### src/rtl/fifo_wr_arb_pkg.sv
// Shared types and defaults for the FIFO write-side arbiter.
package fifo_wr_arb_pkg;

  typedef enum logic {
    IDLE  = 1'b0,
    GRANT = 1'b1
  } arb_state_t;

  localparam int DEF_DATA_WIDTH  = 8;
  localparam int DEF_NUM_REQ     = 4;
  localparam int DEF_BURST_LEN   = 4;
  localparam int DEF_STALL_WIDTH = 16;

  function automatic int idx_width(input int n);
    return (n > 1) ? $clog2(n) : 1;
  endfunction

endpackage

### src/rtl/rr_pick.sv
// Combinational round-robin picker: first set request strictly after 'last',
// wrapping around, returned both as one-hot and as an index.
module rr_pick #(
  parameter int Num_req   = 4,
  parameter int Idx_width = 2
) (
  input  logic [Num_req-1:0]   req,
  input  logic [Idx_width-1:0] last,
  output logic [Num_req-1:0]   gnt,
  output logic [Idx_width-1:0] idx,
  output logic                 valid
);

  localparam logic [Idx_width:0] NUM = (Idx_width+1)'(Num_req);

  logic [Idx_width-1:0] pos [Num_req];
  logic [Num_req-1:0]   rot_req;

  // rot_req[gi] is the requester sitting gi+1 places after 'last'
  genvar gi;
  generate
    for (gi = 0; gi < Num_req; gi++) begin : g_rot
      logic [Idx_width:0] sum;
      assign sum         = {1'b0, last} + (Idx_width+1)'(gi + 1);
      assign pos[gi]     = (sum >= NUM) ? Idx_width'(sum - NUM) : Idx_width'(sum);
      assign rot_req[gi] = req[pos[gi]];
    end
  endgenerate

  always_comb begin
    valid = |rot_req;
    idx   = '0;
    for (int i = Num_req - 1; i >= 0; i--) begin
      if (rot_req[i]) idx = pos[i];
    end
    gnt = '0;
    if (valid) gnt[idx] = 1'b1;
  end

endmodule

### src/rtl/fifo_wr_arbiter.sv
// Round-robin, burst-bounded arbiter for the async FIFO write port (Wclk domain).
// Define FIFO_WR_ARB_STALL_CNT_EN to add the saturating Stall_cnt output.
module fifo_wr_arbiter
  import fifo_wr_arb_pkg::*;
#(
  parameter int Data_width  = DEF_DATA_WIDTH,
  parameter int Num_req     = DEF_NUM_REQ,
  parameter int Burst_len   = DEF_BURST_LEN
`ifdef FIFO_WR_ARB_STALL_CNT_EN
  ,
  parameter int Stall_width = DEF_STALL_WIDTH
`endif
) (
  input  logic                          Wclk,
  input  logic                          Wrst,
  input  logic [Num_req-1:0]            Req,
  input  logic [Num_req*Data_width-1:0] Req_data,
  input  logic                          Wfull,
  output logic                          Winc,
  output logic [Data_width-1:0]         Wdata,
  output logic [Num_req-1:0]            Ack,
  output logic [Num_req-1:0]            Gnt,
  output logic                          Busy
`ifdef FIFO_WR_ARB_STALL_CNT_EN
  ,
  output logic [Stall_width-1:0]        Stall_cnt
`endif
);

  localparam int IW = idx_width(Num_req);
  localparam int BW = $clog2(Burst_len) + 1;
  localparam logic [BW-1:0] BCNT_LAST = BW'(Burst_len - 1);

  arb_state_t        state_reg, state_next;
  logic [Num_req-1:0] gnt_reg, gnt_next;
  logic              busy_reg, busy_next;
  logic [BW-1:0]     bcnt_reg, bcnt_next;
  logic [IW-1:0]     owner_reg, owner_next;
  logic [IW-1:0]     last_reg, last_next;

  logic [Num_req-1:0] pick_gnt;
  logic [IW-1:0]      pick_idx;
  logic               pick_valid;
  logic               in_grant;
  logic               owner_req;

  rr_pick #(
    .Num_req  (Num_req),
    .Idx_width(IW)
  ) u_rr_pick (
    .req  (Req),
    .last (last_reg),
    .gnt  (pick_gnt),
    .idx  (pick_idx),
    .valid(pick_valid)
  );

  assign in_grant  = (state_reg == GRANT);
  assign owner_req = Req[owner_reg];

  // Write strobe is a same-cycle function of Wfull so the FIFO sees it on this edge
  always_comb begin
    Winc  = in_grant & owner_req & ~Wfull;
    Wdata = '0;
    if (in_grant) Wdata = Req_data[owner_reg*Data_width +: Data_width];
    Ack   = gnt_reg & {Num_req{Winc}};
  end

  assign Gnt  = gnt_reg;
  assign Busy = busy_reg;

  always_comb begin
    state_next = state_reg;
    gnt_next   = gnt_reg;
    busy_next  = busy_reg;
    bcnt_next  = bcnt_reg;
    owner_next = owner_reg;
    last_next  = last_reg;
    case (state_reg)
      IDLE: begin
        if (pick_valid) begin
          state_next = GRANT;
          gnt_next   = pick_gnt;
          owner_next = pick_idx;
          bcnt_next  = '0;
          busy_next  = 1'b1;
        end
      end
      GRANT: begin
        if (Winc) bcnt_next = bcnt_reg + 1'b1;
        // Owner withdrawal and burst exhaustion share one exit path
        if (!owner_req || (Winc && (bcnt_reg == BCNT_LAST))) begin
          state_next = IDLE;
          last_next  = owner_reg;
          gnt_next   = '0;
          busy_next  = 1'b0;
          bcnt_next  = '0;
        end
      end
      default: state_next = IDLE;
    endcase
  end

  always_ff @(posedge Wclk or negedge Wrst) begin
    if (!Wrst) begin
      state_reg <= IDLE;
      gnt_reg   <= '0;
      busy_reg  <= 1'b0;
      bcnt_reg  <= '0;
      owner_reg <= '0;
      last_reg  <= IW'(Num_req - 1);
    end else begin
      state_reg <= state_next;
      gnt_reg   <= gnt_next;
      busy_reg  <= busy_next;
      bcnt_reg  <= bcnt_next;
      owner_reg <= owner_next;
      last_reg  <= last_next;
    end
  end

`ifdef FIFO_WR_ARB_STALL_CNT_EN
  logic [Stall_width-1:0] stall_reg;

  always_ff @(posedge Wclk or negedge Wrst) begin
    if (!Wrst) begin
      stall_reg <= '0;
    end else if (in_grant && owner_req && Wfull && !(&stall_reg)) begin
      stall_reg <= stall_reg + 1'b1;
    end
  end

  assign Stall_cnt = stall_reg;
`endif

endmodule

### config.mk
export PLATFORM = sky130hd
export DESIGN_NAME = fifo_wr_arbiter
export DESIGN_NICKNAME = d
export VERILOG_FILES = /design/src/rtl/fifo_wr_arb_pkg.sv /design/src/rtl/rr_pick.sv /design/src/rtl/fifo_wr_arbiter.sv
export SDC_FILE = /design/constraint.sdc
export NUM_CORES = 1
export LEC_CHECK = 0
export CELL_PAD_IN_SITES_DETAIL_PLACEMENT = 1
export CELL_PAD_IN_SITES_GLOBAL_PLACEMENT = 2
export CORE_AREA = 2 2 77 79
export DETAILED_ROUTE_END_ITERATION = 16
export DIE_AREA = 0 0 79 81
export GPL_ROUTABILITY_DRIVEN = 0
export GPL_TIMING_DRIVEN = 0
export PLACE_DENSITY_LB_ADDON = 0.1
export SLEW_MARGIN = 20
export SYNTH_ARGS = -nofsm -noshare
export SYNTH_HDL_FRONTEND = slang
export SYNTH_HIERARCHICAL = 1
export SYNTH_SLANG_ARGS = --single-unit
export TNS_END_PERCENT = 1
### constraint.sdc
create_clock -name Wclk -period 1.56 [get_ports Wclk]
set_input_delay 0.156 -clock Wclk [delete_from_list [all_inputs] [get_ports Wclk]]
set_output_delay 0.156 -clock Wclk [all_outputs]
set_load 0.03 [all_outputs]
==> flow_metrics.env, run 1 <==
export IMPL_layout_min_cycle_time_ns=1.94
export IMPL_min_path_type="in2async"
export IMPL_power_density_mw_per_mm2=1600
export IMPL_cts_tree="yes"
export IMPL_grt_max_degree=14
export IMPL_max_slew_worst_pin_slew_ns=0.642
export IMPL_rows=28
export IMPL_avgSynthCellArea_um2=9.84
export IMPL_yosys_register_bits=13
export IMPL_peakVddDrop_v=0.000641
export IMPL_synthToLayoutAreaGrowth_pct=70.5
export IMPL_grt_pass1_vias=1183
export IMPL_r2r_start="owner_reg[0]$_DFFE_PN0P_"
export IMPL_violations="negative setup slack"
export IMPL_path_clk_slew_ns=0.05
export IMPL_ff2ff_setup_slack_ns=-0.26
export IMPL_cp_endpoint="Ack[1]"
export IMPL_finalSetupViolations=22
export IMPL_drive_gt1_frac=0.287
export IMPL_p_total_mw=2.93
export IMPL_cap_violations=0
export IMPL_synth_distinct_cells=31
export IMPL_dieArea_mm2=0.00640
export IMPL_final_hold_violation_count=0
export IMPL_cts_buffers=3
export IMPL_die_w_um=79
export IMPL_antenna_left=0
export IMPL_grt_overflow=0
export IMPL_start_util=0.189
export IMPL_cts_buffer_depth=2
export IMPL_fin_ws_ns=-0.384
export IMPL_fmax_ghz=0.514
export IMPL_cp_max_fo=6
export IMPL_yosys_top_cells_area="dfrtp_1, mux4_2, and2_1"
export IMPL_fillers=654
export IMPL_dr_pass1_iters=4
export IMPL_first_iter_violations=19
export IMPL_synth_top_cell_by_area="dfrtp_1"
export IMPL_largest_register_ffs=4
export IMPL_fp_dieH_um=81
export IMPL_wl_per_cell_um=14.7
export IMPL_clock_sinks=13
export IMPL_rsz0062_at_grt="true"
export IMPL_synthCells=109
export IMPL_mostFrequentLayoutCells="clkdlybuf4s50_1, nand2_1, dfrtp_1"
export IMPL_reg2reg_depth=4
export IMPL_cts_htree_levels=1
export IMPL_worstSkewPairLatency_ns=0.24
export IMPL_synth_area_mm2=0.00107
export IMPL_grt_usage=0.114
export IMPL_syn_nets=150
export IMPL_cts_root_buffer="clkbuf_8"
export IMPL_antenna_found_initial=0
export IMPL_cp_required_ns=1.40
export IMPL_crit_path_start="owner_reg[0]$_DFFE_PN0P_"
export IMPL_endpoint_kind="primary output"
export IMPL_tns_ns=-5.60
export IMPL_via_per_inst=4.50
export IMPL_yosysWarningCount=6
export IMPL_vias=1108
export IMPL_r2r_end="last_reg[1]$_DFFE_PN1P_"
export IMPL_io_pins=57
export IMPL_status="complete, but fails checks"
export IMPL_drt_total_wl_mm=3.62
export IMPL_fin_nets=213
export IMPL_total_leakage_power_nw=0.746
export IMPL_critPathKind="reg2out"
export IMPL_period_share=1.25
export IMPL_dp_hpwl_mm=2.85
export IMPL_slew_viol_final=0
export IMPL_arrival_ns=1.79
export IMPL_relSlewSlack=0.571
export IMPL_grt_pass1_wl_mm=5.78
export IMPL_start_kind="flip-flop"
export IMPL_clock_skew_ns=0.000547
export IMPL_ys_seq_area_frac=0.306
export IMPL_place_ws_ns=-1.01
export IMPL_synth_top_area_share=0.257
export IMPL_drc=0
export IMPL_antennaDiodeCount=0
export IMPL_core_area_mm2=0.00568
export IMPL_io_buffers=56
export IMPL_final_common_cell="clkdlybuf4s50_1"
metal layers:
| metal | vias up | track usage | wire [um] |
|---|---|---|---|
| met2 | 50 | 0.198 | 1700 |
| met4 | 0 | 0.0207 | 13 |
| met5 | - | 0 | 0 |
| met3 | 2 | 0.0367 | 403 |
| li1 | 519 | - | - |
| met1 | 537 | 0.139 | 1500 |
cell families after synthesis:
group	count (synthesis)	synth area share
and+or+nand+nor	49	0.235
buffers and inverters	12	0.0548
DFF	13	0.306
adders and majority gates	2	0.0233
muxes	11	0.210
AOI/OAI and AO/OA	22	0.172
area by class of cell:
class | instances | area [um2] | area share
plain buffers | 7 | 51.3 | 0.0281
clock buffers | 4 | 45.0 | 0.0246
inverters | 5 | 18.8 | 0.0103
multi-input cells | 84 | 703 | 0.385
flip-flops and latches | 13 | 328 | 0.179
well taps | 75 | 93.8 | 0.0513
repair buffers | 58 | 588 | 0.322
through the flow:
stage / utilization / hold WS [ns] / cell area (um2) / cells
floorplan: - / -0.140 / 1080 / 109
global placement: 0.306 / 0.479 / 1740 / 240
detailed placement: 0.306 / 0.501 / 1740 / 240
CTS: 0.321 / 0.338 / 1820 / 246
global route: 0.322 / 0.358 / 1830 / 246
finish: 0.322 / 0.318 / 1830 / 246
worst min path at each step:
stage / from / to / cells past startpoint
after floorplan: Wrst / Busy$_DFFE_PN0P_ / 0
after global placement: bcnt_reg[1]$_DFFE_PN0P_ / bcnt_reg[1]$_DFFE_PN0P_ / 1
after detailed placement: Busy$_DFFE_PN0P_ / Busy$_DFFE_PN0P_ / 2
after CTS: Wrst / bcnt_reg[1]$_DFFE_PN0P_ / 1
after global routing: Wrst / Gnt[2]$_DFFE_PN0P_ / 1
final: Wrst / bcnt_reg[1]$_DFFE_PN0P_ / 1
power breakdown:
group	switching [mW]	leakage [nW]	internal, mW
sequential	0.127	0.164	0.491
clock	0.112	0.0228	0.180
combinational	1.04	0.560	0.980
cell usage after synthesis:
cell,count
a211oi_1,1
a21boi_4,1
a21o_2,2
a21oi_1,7
a221oi_2,1
a22o_1,3
a22oi_1,1
a31o_2,1
a32o_1,2
and2_1,12
and2b_2,1
and3b_1,1
buf_2,2
buf_4,1
buf_6,1
clkbuf_1,3
dfrtp_1,11
dfstp_2,2
ha_1,2
inv_1,5
mux2_2,2
mux4_2,9
nand2_1,17
nand2b_1,4
nand2b_4,1
nand3_1,2
nor2_1,9
nor2b_1,2
o21a_1,1
o221a_2,1
o221ai_1,1
worst max-delay path, cell delays in order (launching register included):
cell and delay [ns]:
dfrtp_1 0.39, mux4_2 0.55, and3b_1 0.20, buf_6 0.13, and2_4 0.15, buf_6 0.13
repair_timing:
item                       in CTS  in global routing
buffers inserted                2                  0
pin swaps                       2                  0
setup endpoints to repair      25                 25
hold buffers                    0                  0
gates resized for setup        63                  1
Note: power is estimated with default switching activity, not from simulation.
==> run 2, diff against run 1 <==
CORE_AREA = 2 2 75 77   (was 2 2 77 79)
DIE_AREA = 0 0 77 79   (was 0 0 79 81)
REMOVE_ABC_BUFFERS = 1   (was unset)
SYNTH_HIERARCHICAL = unset   (was 1)
==> run 2 against run 1 <==
The run still ends with negative setup slack left. Clock power rose by 2%. First-iteration DRC count decreased by 26%. Core utilization increased by 2.8 points. Global-route usage increased by 0.068 points. Combinational power increased by 15%. Flip-flop and latch count is the same. Worst hold slack got worse by 0.029 ns. Sequential share of layout area fell by 0.061 points. Maximum frequency is 7.8% higher. Area after synthesis up 0.35%. Non-clock buffer count decreased by 3. Sequential power is 18% higher. Largest power group unchanged.
==> flow_metrics.env, run 2 <==
export IMPL_synthCells=88
export IMPL_drt_total_wl_mm=3.36
export IMPL_seq_area_um2=334
export IMPL_cp_slowest_stage_delay_ns=0.50
export IMPL_cts_buffers=3
export IMPL_drive_gt1_frac=0.404
export IMPL_crit_buf_inv=2
export IMPL_synth_enable_flop_cells=0
export IMPL_peakVddDrop_v=0.000602
export IMPL_worstSkewPairLatency_ns=0.24
export IMPL_antenna_left=0
export IMPL_cts_buffer_depth=2
export IMPL_cts_root_buffer="clkbuf_8"
export IMPL_io_buffers=56
export IMPL_die_w_um=77
export IMPL_tns_ns=-3.40
export IMPL_synth_top_area_share=0.256
export IMPL_clock_skew_ns=0.00206
export IMPL_path_clk_slew_ns=0.06
export IMPL_ctsHoldBuffers=0
export IMPL_via_per_inst=4.39
export IMPL_synth_area_mm2=0.00108
export IMPL_mostFrequentLayoutCells="clkdlybuf4s50_1, buf_6, dfrtp_1, mux4_2"
export IMPL_fmax_ghz=0.555
export IMPL_grt_pass1_vias=1086
export IMPL_arrival_ns=1.65
export IMPL_vias=979
export IMPL_status="complete, but fails checks"
export IMPL_slew_viol_final=0
export IMPL_critPathKind="reg2out"
export IMPL_synth_top_cell_by_area="dfrtp_1"
export IMPL_reg2reg_depth=5
export IMPL_placed_cells=213
export IMPL_ys_top_cells_by_count="and2_1, dfrtp_1, mux4_2"
export IMPL_crit_family="multiplexers"
export IMPL_rows=27
export IMPL_cp_required_ns=1.40
export IMPL_multi_input_area_um2=756
export IMPL_start_util=0.202
export IMPL_stdcell_count=223
export IMPL_r2r_end="bcnt_reg[1]$_DFFE_PN0P_"
export IMPL_drc=0
export IMPL_rsz0062_at_grt="true"
export IMPL_endpoint_kind="primary output"
export IMPL_period_share=1.16
export IMPL_fillers=614
export IMPL_wl_per_cell_um=15.1
export IMPL_yosys_register_bits=13
export IMPL_grt_overflow=0
export IMPL_p_total_mw=3.36
export IMPL_power_density_mw_per_mm2=1800
export IMPL_start_kind="flip-flop"
export IMPL_yosysWarningCount=0
export IMPL_ys_seq_area_frac=0.305
export IMPL_relSlewSlack=0.609
export IMPL_grt_pass1_wl_mm=5.60
export IMPL_fin_nets=193
export IMPL_whs_ns=0.289
export IMPL_max_slew_worst_pin_slew_ns=0.585
export IMPL_dp_hpwl_mm=2.47
export IMPL_grt_max_degree=18
export IMPL_final_common_cell="clkdlybuf4s50_1"
export IMPL_fp_dieH_um=79
export IMPL_final_hold_violation_count=0
export IMPL_antenna_found_initial=0
export IMPL_yosys_top_cells_area="dfrtp_1, mux4_2, mux2_4"
export IMPL_core_area_mm2=0.00534
export IMPL_synth_distinct_cells=36
export IMPL_violations="negative setup slack"
export IMPL_finalSetupViolations=18
export IMPL_cp_max_fo=7
export IMPL_grt_usage=0.114
export IMPL_layout_min_cycle_time_ns=1.80
export IMPL_cp_slowest_cell="mux4_2"
export IMPL_total_leakage_power_nw=0.775
export IMPL_cap_violations=0
export IMPL_fin_ws_ns=-0.243
export IMPL_synthArstFlopShare=1.00
export IMPL_dr_pass1_iters=3
export IMPL_io_pins=57
export IMPL_path_cells="buf_12 -> mux4_2 -> and2_4 -> buf_6"
export IMPL_cts_htree_levels=1
export IMPL_avgSynthCellArea_um2=12.2
export IMPL_r2r_start="owner_reg[1]$_DFFE_PN0P_"
export IMPL_antennaDiodeCount=0
export IMPL_synthToLayoutAreaGrowth_pct=73.7
export IMPL_place_ws_ns=-0.892
export IMPL_cts_tree="yes"
export IMPL_ff2ff_setup_slack_ns=-0.22
export IMPL_synthFlopType="dfrtp_1"
export IMPL_dieArea_mm2=0.00608
export IMPL_yosysMostFrequentCell="and2_1"
export IMPL_largest_register_ffs=4
export IMPL_min_path_type="in2async"
export IMPL_first_iter_violations=14
export IMPL_clock_sinks=13
## run 2: changes by cell type in the layout (fill, tap and decap cells not counted), moves of 4 or more
cell             before  now
nand2_1              17    3
clkdlybuf4s15_2       9    0
buf_6                 5   13
mux2_4                0    7
nor2_1                8    2
a21oi_1               7    3
## run 2: how the worst max path moves through the flow
| stage | endpoint | startpoint | cells past startpoint |
|---|---|---|---|
| floorplan | Ack[0] | owner_reg[1]$_DFFE_PN0P_ | 4 |
| detailed placement | Ack[2] | owner_reg[1]$_DFFE_PN0P_ | 5 |
| global placement | Ack[2] | owner_reg[1]$_DFFE_PN0P_ | 5 |
| finish | Wdata[3] | owner_reg[0]$_DFFE_PN0P_ | 4 |
| global route | Wdata[3] | owner_reg[0]$_DFFE_PN0P_ | 4 |
| CTS | Wdata[7] | owner_reg[0]$_DFFE_PN0P_ | 4 |
## run 2: routing by layer
| layer | GRT usage | vias up | wire length (um) |
|---|---|---|---|
| met4 | 0.0214 | 0 | 0 |
| met2 | 0.192 | 48 | 1620 |
| met5 | 0 | - | 0 |
| li1 | - | 458 | - |
| met1 | 0.153 | 473 | 1490 |
| met3 | 0.0250 | 0 | 254 |
## run 2: final cells by class
type | count | share of cell area
clock buffer | 4 | 0.0241
multi-input combinational | 68 | 0.404
tap | 72 | 0.0482
timing repair buffer | 62 | 0.337
inverter | 4 | 0.00803
sequential | 13 | 0.179
## run 2: repair_timing
| item | in CTS | in global routing |
|---|---|---|
| gates resized for setup | 106 | 7 |
| pin swaps | 2 | 2 |
| setup buffers | 7 | 0 |
| cloned | 0 | 0 |
| endpoints found under the setup margin | 24 | 23 |
## run 2: cell families after synthesis
| family | count (synthesis) | synth area share |
|---|---|---|
| compound gates | 18 | 0.151 |
| fa+ha+maj | 2 | 0.0233 |
| buf+inv | 7 | 0.0407 |
| flops | 13 | 0.305 |
| mux | 17 | 0.287 |
| simple gates | 31 | 0.193 |
## run 2: through the flow
step / area (um2) / utilization
floorplan: 1050 / -
global placement: 1700 / 0.318
detailed placement: 1700 / 0.318
CTS: 1850 / 0.346
global route: 1870 / 0.350
finish: 1870 / 0.350
## run 2: power by group
group	internal, mW	switching (mW)	leakage (nW)
Clock	0.180	0.119	0.0228
Combinational	1.28	1.04	0.594
Sequential	0.518	0.212	0.158
Total	1.98	1.38	0.775
==> run 3, diff against run 2 <==
HOLD_SLACK_MARGIN = 0.05   (was unset)
==> results of run 3 <==
Final layout, timing and power as in run 2 (identical DEF).
